$ cat config.mk
export PLATFORM = sky130hd
export DESIGN_NAME = regfile_write_scheduler
export DESIGN_NICKNAME = d
export VERILOG_FILES = /design/src/rtl/riscv_pkg.sv /design/src/rtl/wb_result_fifo.sv /design/src/rtl/regfile_write_scheduler.sv
export SDC_FILE = /design/constraint.sdc
export NUM_CORES = 1
export LEC_CHECK = 0
export CORE_MARGIN = 2
export CORE_UTILIZATION = 25
export CTS_BUF_LIST = sky130_fd_sc_hd__clkbuf_8
export CTS_CLUSTER_DIAMETER = 60
export DETAILED_ROUTE_END_ITERATION = 10
export GPL_ROUTABILITY_DRIVEN = 0
export GPL_TIMING_DRIVEN = 0
export PLACE_DENSITY = 0.45
export SLEW_MARGIN = 20
export SYNTH_ARGS = -nofsm -noshare
export SYNTH_HDL_FRONTEND = slang
export SYNTH_HIERARCHICAL = 1
export SYNTH_SLANG_ARGS = --single-unit
$ cat constraint.sdc
create_clock -name clk -period 3.68 [get_ports clk]
set_input_delay 0.736 -clock clk [delete_from_list [all_inputs] [get_ports clk]]
set_output_delay 0.736 -clock clk [all_outputs]
set_load 0.01 [all_outputs]
$ cat src/rtl/riscv_pkg.sv
// Shared RISC-V datapath types: register index/data widths, writeback entries and
// the write-scheduler state encoding.
package riscv_pkg;
  localparam int REG_IDX_W = 5;
  localparam int XLEN      = 32;
  localparam logic [REG_IDX_W-1:0] REG_ZERO = 5'd0;

  typedef struct packed {
    logic [REG_IDX_W-1:0] rd;
    logic [XLEN-1:0]      data;
  } wb_entry_t;

  typedef enum logic {
    NORMAL = 1'b0,
    HOLD   = 1'b1
  } sched_state_t;
endpackage

$ cat src/rtl/wb_result_fifo.sv
// Small synchronous FIFO holding long-latency results ({rd, data}) until the
// register-file write port is free.
module wb_result_fifo
  import riscv_pkg::*;
#(
  parameter int DEPTH = 2
) (
  input  logic                     clk,
  input  logic                     rst_n,
  input  logic                     push,
  input  wb_entry_t                din,
  input  logic                     pop,
  output wb_entry_t                head,
  output logic                     full,
  output logic                     empty,
  output logic [$clog2(DEPTH):0]   count
);
  localparam int PTR_W = $clog2(DEPTH);
  localparam int CNT_W = PTR_W + 1;

  wb_entry_t        mem [DEPTH];
  logic [PTR_W-1:0] wr_ptr;
  logic [PTR_W-1:0] rd_ptr;
  logic             push_ok;
  logic             pop_ok;

  assign full    = (count == CNT_W'(DEPTH));
  assign empty   = (count == '0);
  assign head    = mem[rd_ptr];
  assign pop_ok  = pop && !empty;
  // A pop frees a slot in the same cycle, so a push into a full FIFO is still legal then.
  assign push_ok = push && (!full || pop_ok);

  always_ff @(posedge clk or negedge rst_n) begin
    if (!rst_n) begin
      wr_ptr <= '0;
      rd_ptr <= '0;
      count  <= '0;
      for (int i = 0; i < DEPTH; i++) begin
        mem[i] <= '0;
      end
    end else begin
      if (push_ok) begin
        mem[wr_ptr] <= din;
        wr_ptr      <= wr_ptr + 1'b1;
      end
      if (pop_ok) begin
        rd_ptr <= rd_ptr + 1'b1;
      end
      if (push_ok && !pop_ok) begin
        count <= count + 1'b1;
      end else if (pop_ok && !push_ok) begin
        count <= count - 1'b1;
      end
    end
  end
endmodule

$ cat src/rtl/regfile_write_scheduler.sv
// Arbitrates the register file's single write port between MEM/WB writeback and
// buffered long-latency results, and stalls decode on hazards against pending results.
module regfile_write_scheduler
  import riscv_pkg::*;
#(
  parameter int BUF_DEPTH    = 2,
  parameter int MAX_PENDING  = 4,
  parameter int STARVE_LIMIT = 8
) (
  input  logic                 clk,
  input  logic                 rst_n,
  input  logic                 pipe_reg_write,
  input  logic [REG_IDX_W-1:0] pipe_write_reg,
  input  logic [XLEN-1:0]      pipe_write_data,
  input  logic                 mc_issue,
  input  logic [REG_IDX_W-1:0] mc_issue_rd,
  input  logic                 mc_valid,
  input  logic [REG_IDX_W-1:0] mc_rd,
  input  logic [XLEN-1:0]      mc_data,
  output logic                 mc_ready,
  input  logic [REG_IDX_W-1:0] dec_rs1,
  input  logic [REG_IDX_W-1:0] dec_rs2,
  input  logic [REG_IDX_W-1:0] dec_rd,
  output logic                 dec_stall,
  output logic                 pipe_hold,
  output logic                 do_reg_write,
  output logic [REG_IDX_W-1:0] do_write_reg,
  output logic [XLEN-1:0]      write_data
);
  localparam int SC_W = $clog2(STARVE_LIMIT + 1);
  localparam int PC_W = $clog2(MAX_PENDING + 1);

  sched_state_t             state, state_next;
  wb_entry_t                buf_head;
  logic                     buf_full, buf_empty;
  logic [$clog2(BUF_DEPTH):0] buf_count;
  logic                     pipe_wr, pop, starving;
  logic [SC_W-1:0]          starve_cnt;
  logic [31:0]              pending, pending_next;
  logic [PC_W-1:0]          pend_cnt;
  logic                     issue_acc, clr;
  logic [REG_IDX_W-1:0]     last_reg;
  logic [XLEN-1:0]          last_data;

  wb_result_fifo #(.DEPTH(BUF_DEPTH)) u_fifo (
    .clk   (clk),
    .rst_n (rst_n),
    .push  (mc_valid && mc_ready),
    .din   ('{rd: mc_rd, data: mc_data}),
    .pop   (pop),
    .head  (buf_head),
    .full  (buf_full),
    .empty (buf_empty),
    .count (buf_count)
  );

  assign mc_ready = !buf_full;
  assign starving = (buf_count != '0) && !pop;

  always_comb begin
    state_next = state;
    pipe_hold  = 1'b0;
    pipe_wr    = 1'b0;
    pop        = 1'b0;
    case (state)
      NORMAL: begin
        pipe_wr = pipe_reg_write && (pipe_write_reg != REG_ZERO);
        pop     = !buf_empty && !pipe_wr;
        if (!buf_empty && !pipe_wr && 1'b0) state_next = NORMAL;
        if (starving && starve_cnt == SC_W'(STARVE_LIMIT - 1)) state_next = HOLD;
      end
      HOLD: begin
        pipe_hold  = 1'b1;
        pop        = !buf_empty;
        state_next = NORMAL;
      end
      default: state_next = NORMAL;
    endcase
  end

  // Index/data hold their last committed value when the port is idle.
  always_comb begin
    do_reg_write = 1'b0;
    do_write_reg = last_reg;
    write_data   = last_data;
    if (pipe_wr) begin
      do_reg_write = 1'b1;
      do_write_reg = pipe_write_reg;
      write_data   = pipe_write_data;
    end else if (pop && buf_head.rd != REG_ZERO) begin
      do_reg_write = 1'b1;
      do_write_reg = buf_head.rd;
      write_data   = buf_head.data;
    end
  end

  assign dec_stall = (pending[dec_rs1] && dec_rs1 != REG_ZERO)
                  || (pending[dec_rs2] && dec_rs2 != REG_ZERO)
                  || (mc_issue && pending[dec_rd] && dec_rd != REG_ZERO)
                  || (mc_issue && pend_cnt == PC_W'(MAX_PENDING))
                  || pipe_hold;

  assign issue_acc = mc_issue && !dec_stall && (mc_issue_rd != REG_ZERO);
  assign clr       = pop && (buf_head.rd != REG_ZERO) && pending[buf_head.rd];

  always_comb begin
    pending_next = pending;
    if (clr) pending_next[buf_head.rd] = 1'b0;
    if (issue_acc) pending_next[mc_issue_rd] = 1'b1;
  end

  always_ff @(posedge clk or negedge rst_n) begin
    if (!rst_n) begin
      state      <= NORMAL;
      starve_cnt <= '0;
      pending    <= '0;
      pend_cnt   <= '0;
      last_reg   <= '0;
      last_data  <= '0;
    end else begin
      state   <= state_next;
      pending <= pending_next;
      if (issue_acc && !clr && pend_cnt != PC_W'(MAX_PENDING)) begin
        pend_cnt <= pend_cnt + 1'b1;
      end else if (clr && !issue_acc) begin
        pend_cnt <= pend_cnt - 1'b1;
      end
      if (!starving || state_next == HOLD) begin
        starve_cnt <= '0;
      end else begin
        starve_cnt <= starve_cnt + 1'b1;
      end
      if (do_reg_write) begin
        last_reg  <= do_write_reg;
        last_data <= write_data;
      end
    end
  end
endmodule

==> results.md <==
- Yosys warning total: 6
- Total track usage: 14.9%
- Critical path peak fanout: 6
- Inserted Clock Buffers: 17
- CTS tree: yes
- Hold Vio Cnt, Final: 0
- Number of placed cells counting well taps: 1279
- Die ar.: 34200 um2
- Final period utilization: 103%
- FF+latch count, synth: 155
- Antenna Violating Nets Remaining: 0
- Clock sink count: 155
- Worst setup slack before clock tree synthesis: -1.86 ns
- Layout overhead on the synthesized area: 37.5%
- Fraction of layout instances using a drive strength above 1: 39.1%
- Crit path time final: 3.77 ns
- Vias in the first global route: 6542
- Via-per-instance ratio: 4.65
- Fillers: 3296
- Combined area of the multi-input logic cells: 4400 um2
- Die outline width: 185 um
- Total number of H-tree levels: 4
- Post-Syn Instances: 703
- Fraction of the yosys area taken by sequential cells: 47.5%
- Register ranked first by flip-flop count: u_fifo/mem
- Reg2reg start: u_fifo/rd_ptr$_DFFE_PN0P_
- Count of hold buffers inserted by post-cts repair: 0
- Worst reg-to-reg path cell count: 13
- Syn Area/Cell: 11.6 um2
- Worst-margin pin slew: 0.642 ns
- DP Area: 10100 um2
- PD cells: 827 nW/um2
- Arrival time of data at the critical path endpoint: 3.04 ns
- Iteration-0 DRC count of the detailed router: 341
- Combined area of all synthesized cells: 8170 um2
- Non-filler instance count after layout: 1331
- Tot Pwr: 9.30 mW
- Violated checks: negative setup slack
- Reg2Reg Setup Slack: 0.37 ns
- Chip height: 185 um
- Post-synth EDFFs: 0
- Setup Skew: 0.0199 ns
- Count of port buffers added during placement: 133
- Post-route cell area: 11200 um2
- Pins over their slew limit: 0
- Worst slew slack as a fraction of its limit: 57.2%
- Clock insertion delay at the later pin of the skew report: 0.46 ns
- Most frequent standard cell in the layout excluding fill and tap cells: sky130_fd_sc_hd__dfrtp_1
- Initial Util: 25.3%
- Largest regs: u_fifo/mem: 74 flops, last_data: 32 flops, pending: 32 flops
- Routed vias: 6189
- First-pass GRT wire length: 38300 um
- CTS root buffer: sky130_fd_sc_hd__clkbuf_8
- Launch point of the worst path: u_fifo/rd_ptr$_DFFE_PN0P_
- Classification of the worst-slack hold path: primary input to asynchronous set/reset pin
- Synth unique cells: 59
- Cell Rows: 66
- WL/cell: 18.6 um
- Predominant post-synthesis flop cell: sky130_fd_sc_hd__dfrtp_1
- Max FFs per register: 74
- DRC violations left: 0
- Tightest hold margin: 0.231 ns
- Number of nets in the layout: 976
- CP endpoint: write_data[21]
- Pin count of the biggest net entering global routing: 83
- Commonest cells after routing, fill and taps aside: 155 x sky130_fd_sc_hd__dfrtp_1, 92 x sky130_fd_sc_hd__clkdlybuf4s50_1, 81 x sky130_fd_sc_hd__mux2_2
- Remaining global-route overflow: 0
- Initial antenna violation count: 3
- Total wire length after detailed routing: 24700 um
- Synthesized Nets: 805
- Crit end category: primary output
- Maximum Capacitance Violations: 0
- Critical Path Start Type: flop
- Fmax: 265 MHz
- Critical path class: flop to primary output
- HPWL reported at the end of detailed placement: 17200 um
- Clock transition at path regs: 0.10 ns
- Accumulated negative setup slack: -2.06 ns
- Worst reg2reg endpoint: pend_cnt[2]$_DFFE_PN0P_
- Fin util: 34.7%
- Share of synthesized registers carrying an async set or reset: 100%
- Buffer levels on the longest clock path: 2
- Critical path required time: 2.94 ns
- Setup violators final: 33
- Status: finished, violations left
- Number of search-and-repair iterations in the first detailed-routing pass: 4
- Sequential standard cell area: 3880 um2
- Final worst slack: -0.0945 ns
- Maximum ir drop on the vdd rail: 0.326 mV
- Setup repair after global routing missed its margin: true
- I/O pin cnt: 140
- Placeable core region: 32400 um2
- Static leakage: 4.82 nW
## kinds of logic (layout without fill, tap and decap cells)
group,count (synthesis),count (layout),share of synthesized area (%)
adders and majority gates,3,3,0.551
and+or+nand+nor,197,197,12.1
DFF,155,155,47.5
buffers and inverters,52,236,3.54
other,0,2,0
AOI/OAI and AO/OA,131,131,9.93
xor gates and xnor gates,10,10,1.07
muxes,155,155,25.3
## what timing repair did
action / 4_1_cts / 5_1_grt
hold endpoints to repair: 0 / 0
gates cloned: 3 / 0
resized for setup: 263 / 78
setup endpoints to repair: 108 / 39
pin swaps: 16 / 15
buffers inserted: 19 / 2
## power breakdown
| group | switching [mW] | internal [mW] | total [mW] |
|---|---|---|---|
| Clock | 0.751 | 0.632 | 1.38 |
| Sequential | 0.635 | 2.54 | 3.17 |
| Combinational | 2.17 | 2.57 | 4.74 |
| Total | 3.56 | 5.74 | 9.30 |
## synth_stat cells (2+ instances only)
cell | instances | area, um2
sky130_fd_sc_hd__mux2i_1 | 15 | 150
sky130_fd_sc_hd__nand3b_1 | 8 | 60.1
sky130_fd_sc_hd__and2b_2 | 2 | 17.5
sky130_fd_sc_hd__a2111oi_0 | 2 | 17.5
sky130_fd_sc_hd__buf_2 | 9 | 45.0
sky130_fd_sc_hd__mux4_1 | 2 | 52.6
sky130_fd_sc_hd__a22oi_1 | 37 | 278
sky130_fd_sc_hd__mux2_1 | 6 | 67.6
sky130_fd_sc_hd__or4_1 | 2 | 15.0
sky130_fd_sc_hd__nand2_1 | 114 | 428
sky130_fd_sc_hd__clkbuf_1 | 25 | 93.8
sky130_fd_sc_hd__nor2_1 | 21 | 78.8
sky130_fd_sc_hd__nor2b_1 | 9 | 56.3
sky130_fd_sc_hd__or3b_2 | 2 | 17.5
sky130_fd_sc_hd__nand2b_1 | 2 | 12.5
sky130_fd_sc_hd__o21ai_1 | 53 | 265
sky130_fd_sc_hd__ha_1 | 2 | 25.0
sky130_fd_sc_hd__inv_1 | 8 | 30.0
sky130_fd_sc_hd__or2_1 | 2 | 12.5
sky130_fd_sc_hd__buf_6 | 3 | 33.8
sky130_fd_sc_hd__dfrtp_1 | 155 | 3880
sky130_fd_sc_hd__o22ai_1 | 5 | 31.3
sky130_fd_sc_hd__a221oi_1 | 2 | 17.5
sky130_fd_sc_hd__nor3b_1 | 2 | 15.0
sky130_fd_sc_hd__xnor2_1 | 4 | 35.0
sky130_fd_sc_hd__o2111ai_1 | 2 | 17.5
sky130_fd_sc_hd__nand3_1 | 7 | 35.0
sky130_fd_sc_hd__a21oi_1 | 3 | 15.0
sky130_fd_sc_hd__buf_4 | 3 | 22.5
sky130_fd_sc_hd__mux4_2 | 18 | 405
sky130_fd_sc_hd__nand4b_1 | 2 | 17.5
sky130_fd_sc_hd__xor2_1 | 6 | 52.6
sky130_fd_sc_hd__mux2_4 | 30 | 450
sky130_fd_sc_hd__a31oi_1 | 3 | 18.8
sky130_fd_sc_hd__nand4_1 | 2 | 12.5
sky130_fd_sc_hd__or3_1 | 6 | 37.5
sky130_fd_sc_hd__or3b_1 | 6 | 52.6
sky130_fd_sc_hd__mux2_2 | 84 | 946
sky130_fd_sc_hd__o21ai_0 | 17 | 85.1
sky130_fd_sc_hd__buf_12 | 3 | 60.1
## worst max-delay path, cell delays in order (launching register included)
cell,delay [ns]
sky130_fd_sc_hd__dfrtp_1,0.42
sky130_fd_sc_hd__buf_12,0.14
sky130_fd_sc_hd__buf_12,0.13
sky130_fd_sc_hd__mux2_4,0.32
sky130_fd_sc_hd__or3_4,0.39
sky130_fd_sc_hd__o31a_1,0.25
sky130_fd_sc_hd__buf_6,0.14
sky130_fd_sc_hd__nor2_4,0.20
sky130_fd_sc_hd__buf_12,0.18
sky130_fd_sc_hd__clkbuf_16,0.17
sky130_fd_sc_hd__nand2_4,0.06
sky130_fd_sc_hd__nand2_4,0.06
sky130_fd_sc_hd__buf_6,0.09
## routing by layer
layer | vias up | track usage (%) | part of all wire (%)
met1 | 3117 | 19.5 | 45
met5 | - | 0 | 0.045
met4 | 2 | 3.05 | 0.71
met3 | 13 | 4.74 | 7.2
met2 | 158 | 24.0 | 47
li1 | 2899 | - | -
## area by class of cell
type	count	share of cell area, %
multi-input cells	496	39.2
plain buffers	38	3.44
diodes	2	0.0445
inverters	8	0.267
clock inverters	15	1.58
flip-flops and latches	155	34.5
clock buffers	17	2.08
well taps	442	4.92
repair buffers	158	14.0
## worst min-delay path by stage
stage / from / endpoint / slack [ns] / cells after the start
after floorplan: pending[0]$_DFF_PN0_ / pending[0]$_DFF_PN0_ / 0.42 / 1
after global placement: last_reg[2]$_DFFE_PN0P_ / last_reg[2]$_DFFE_PN0P_ / 0.44 / 2
after detailed placement: last_reg[2]$_DFFE_PN0P_ / last_reg[2]$_DFFE_PN0P_ / 0.45 / 2
after CTS: rst_n / last_data[5]$_DFFE_PN0P_ / 0.23 / 1
after global routing: rst_n / last_data[5]$_DFFE_PN0P_ / 0.23 / 1
final: rst_n / last_data[5]$_DFFE_PN0P_ / 0.23 / 1
Power figures use the tool's default switching activity.
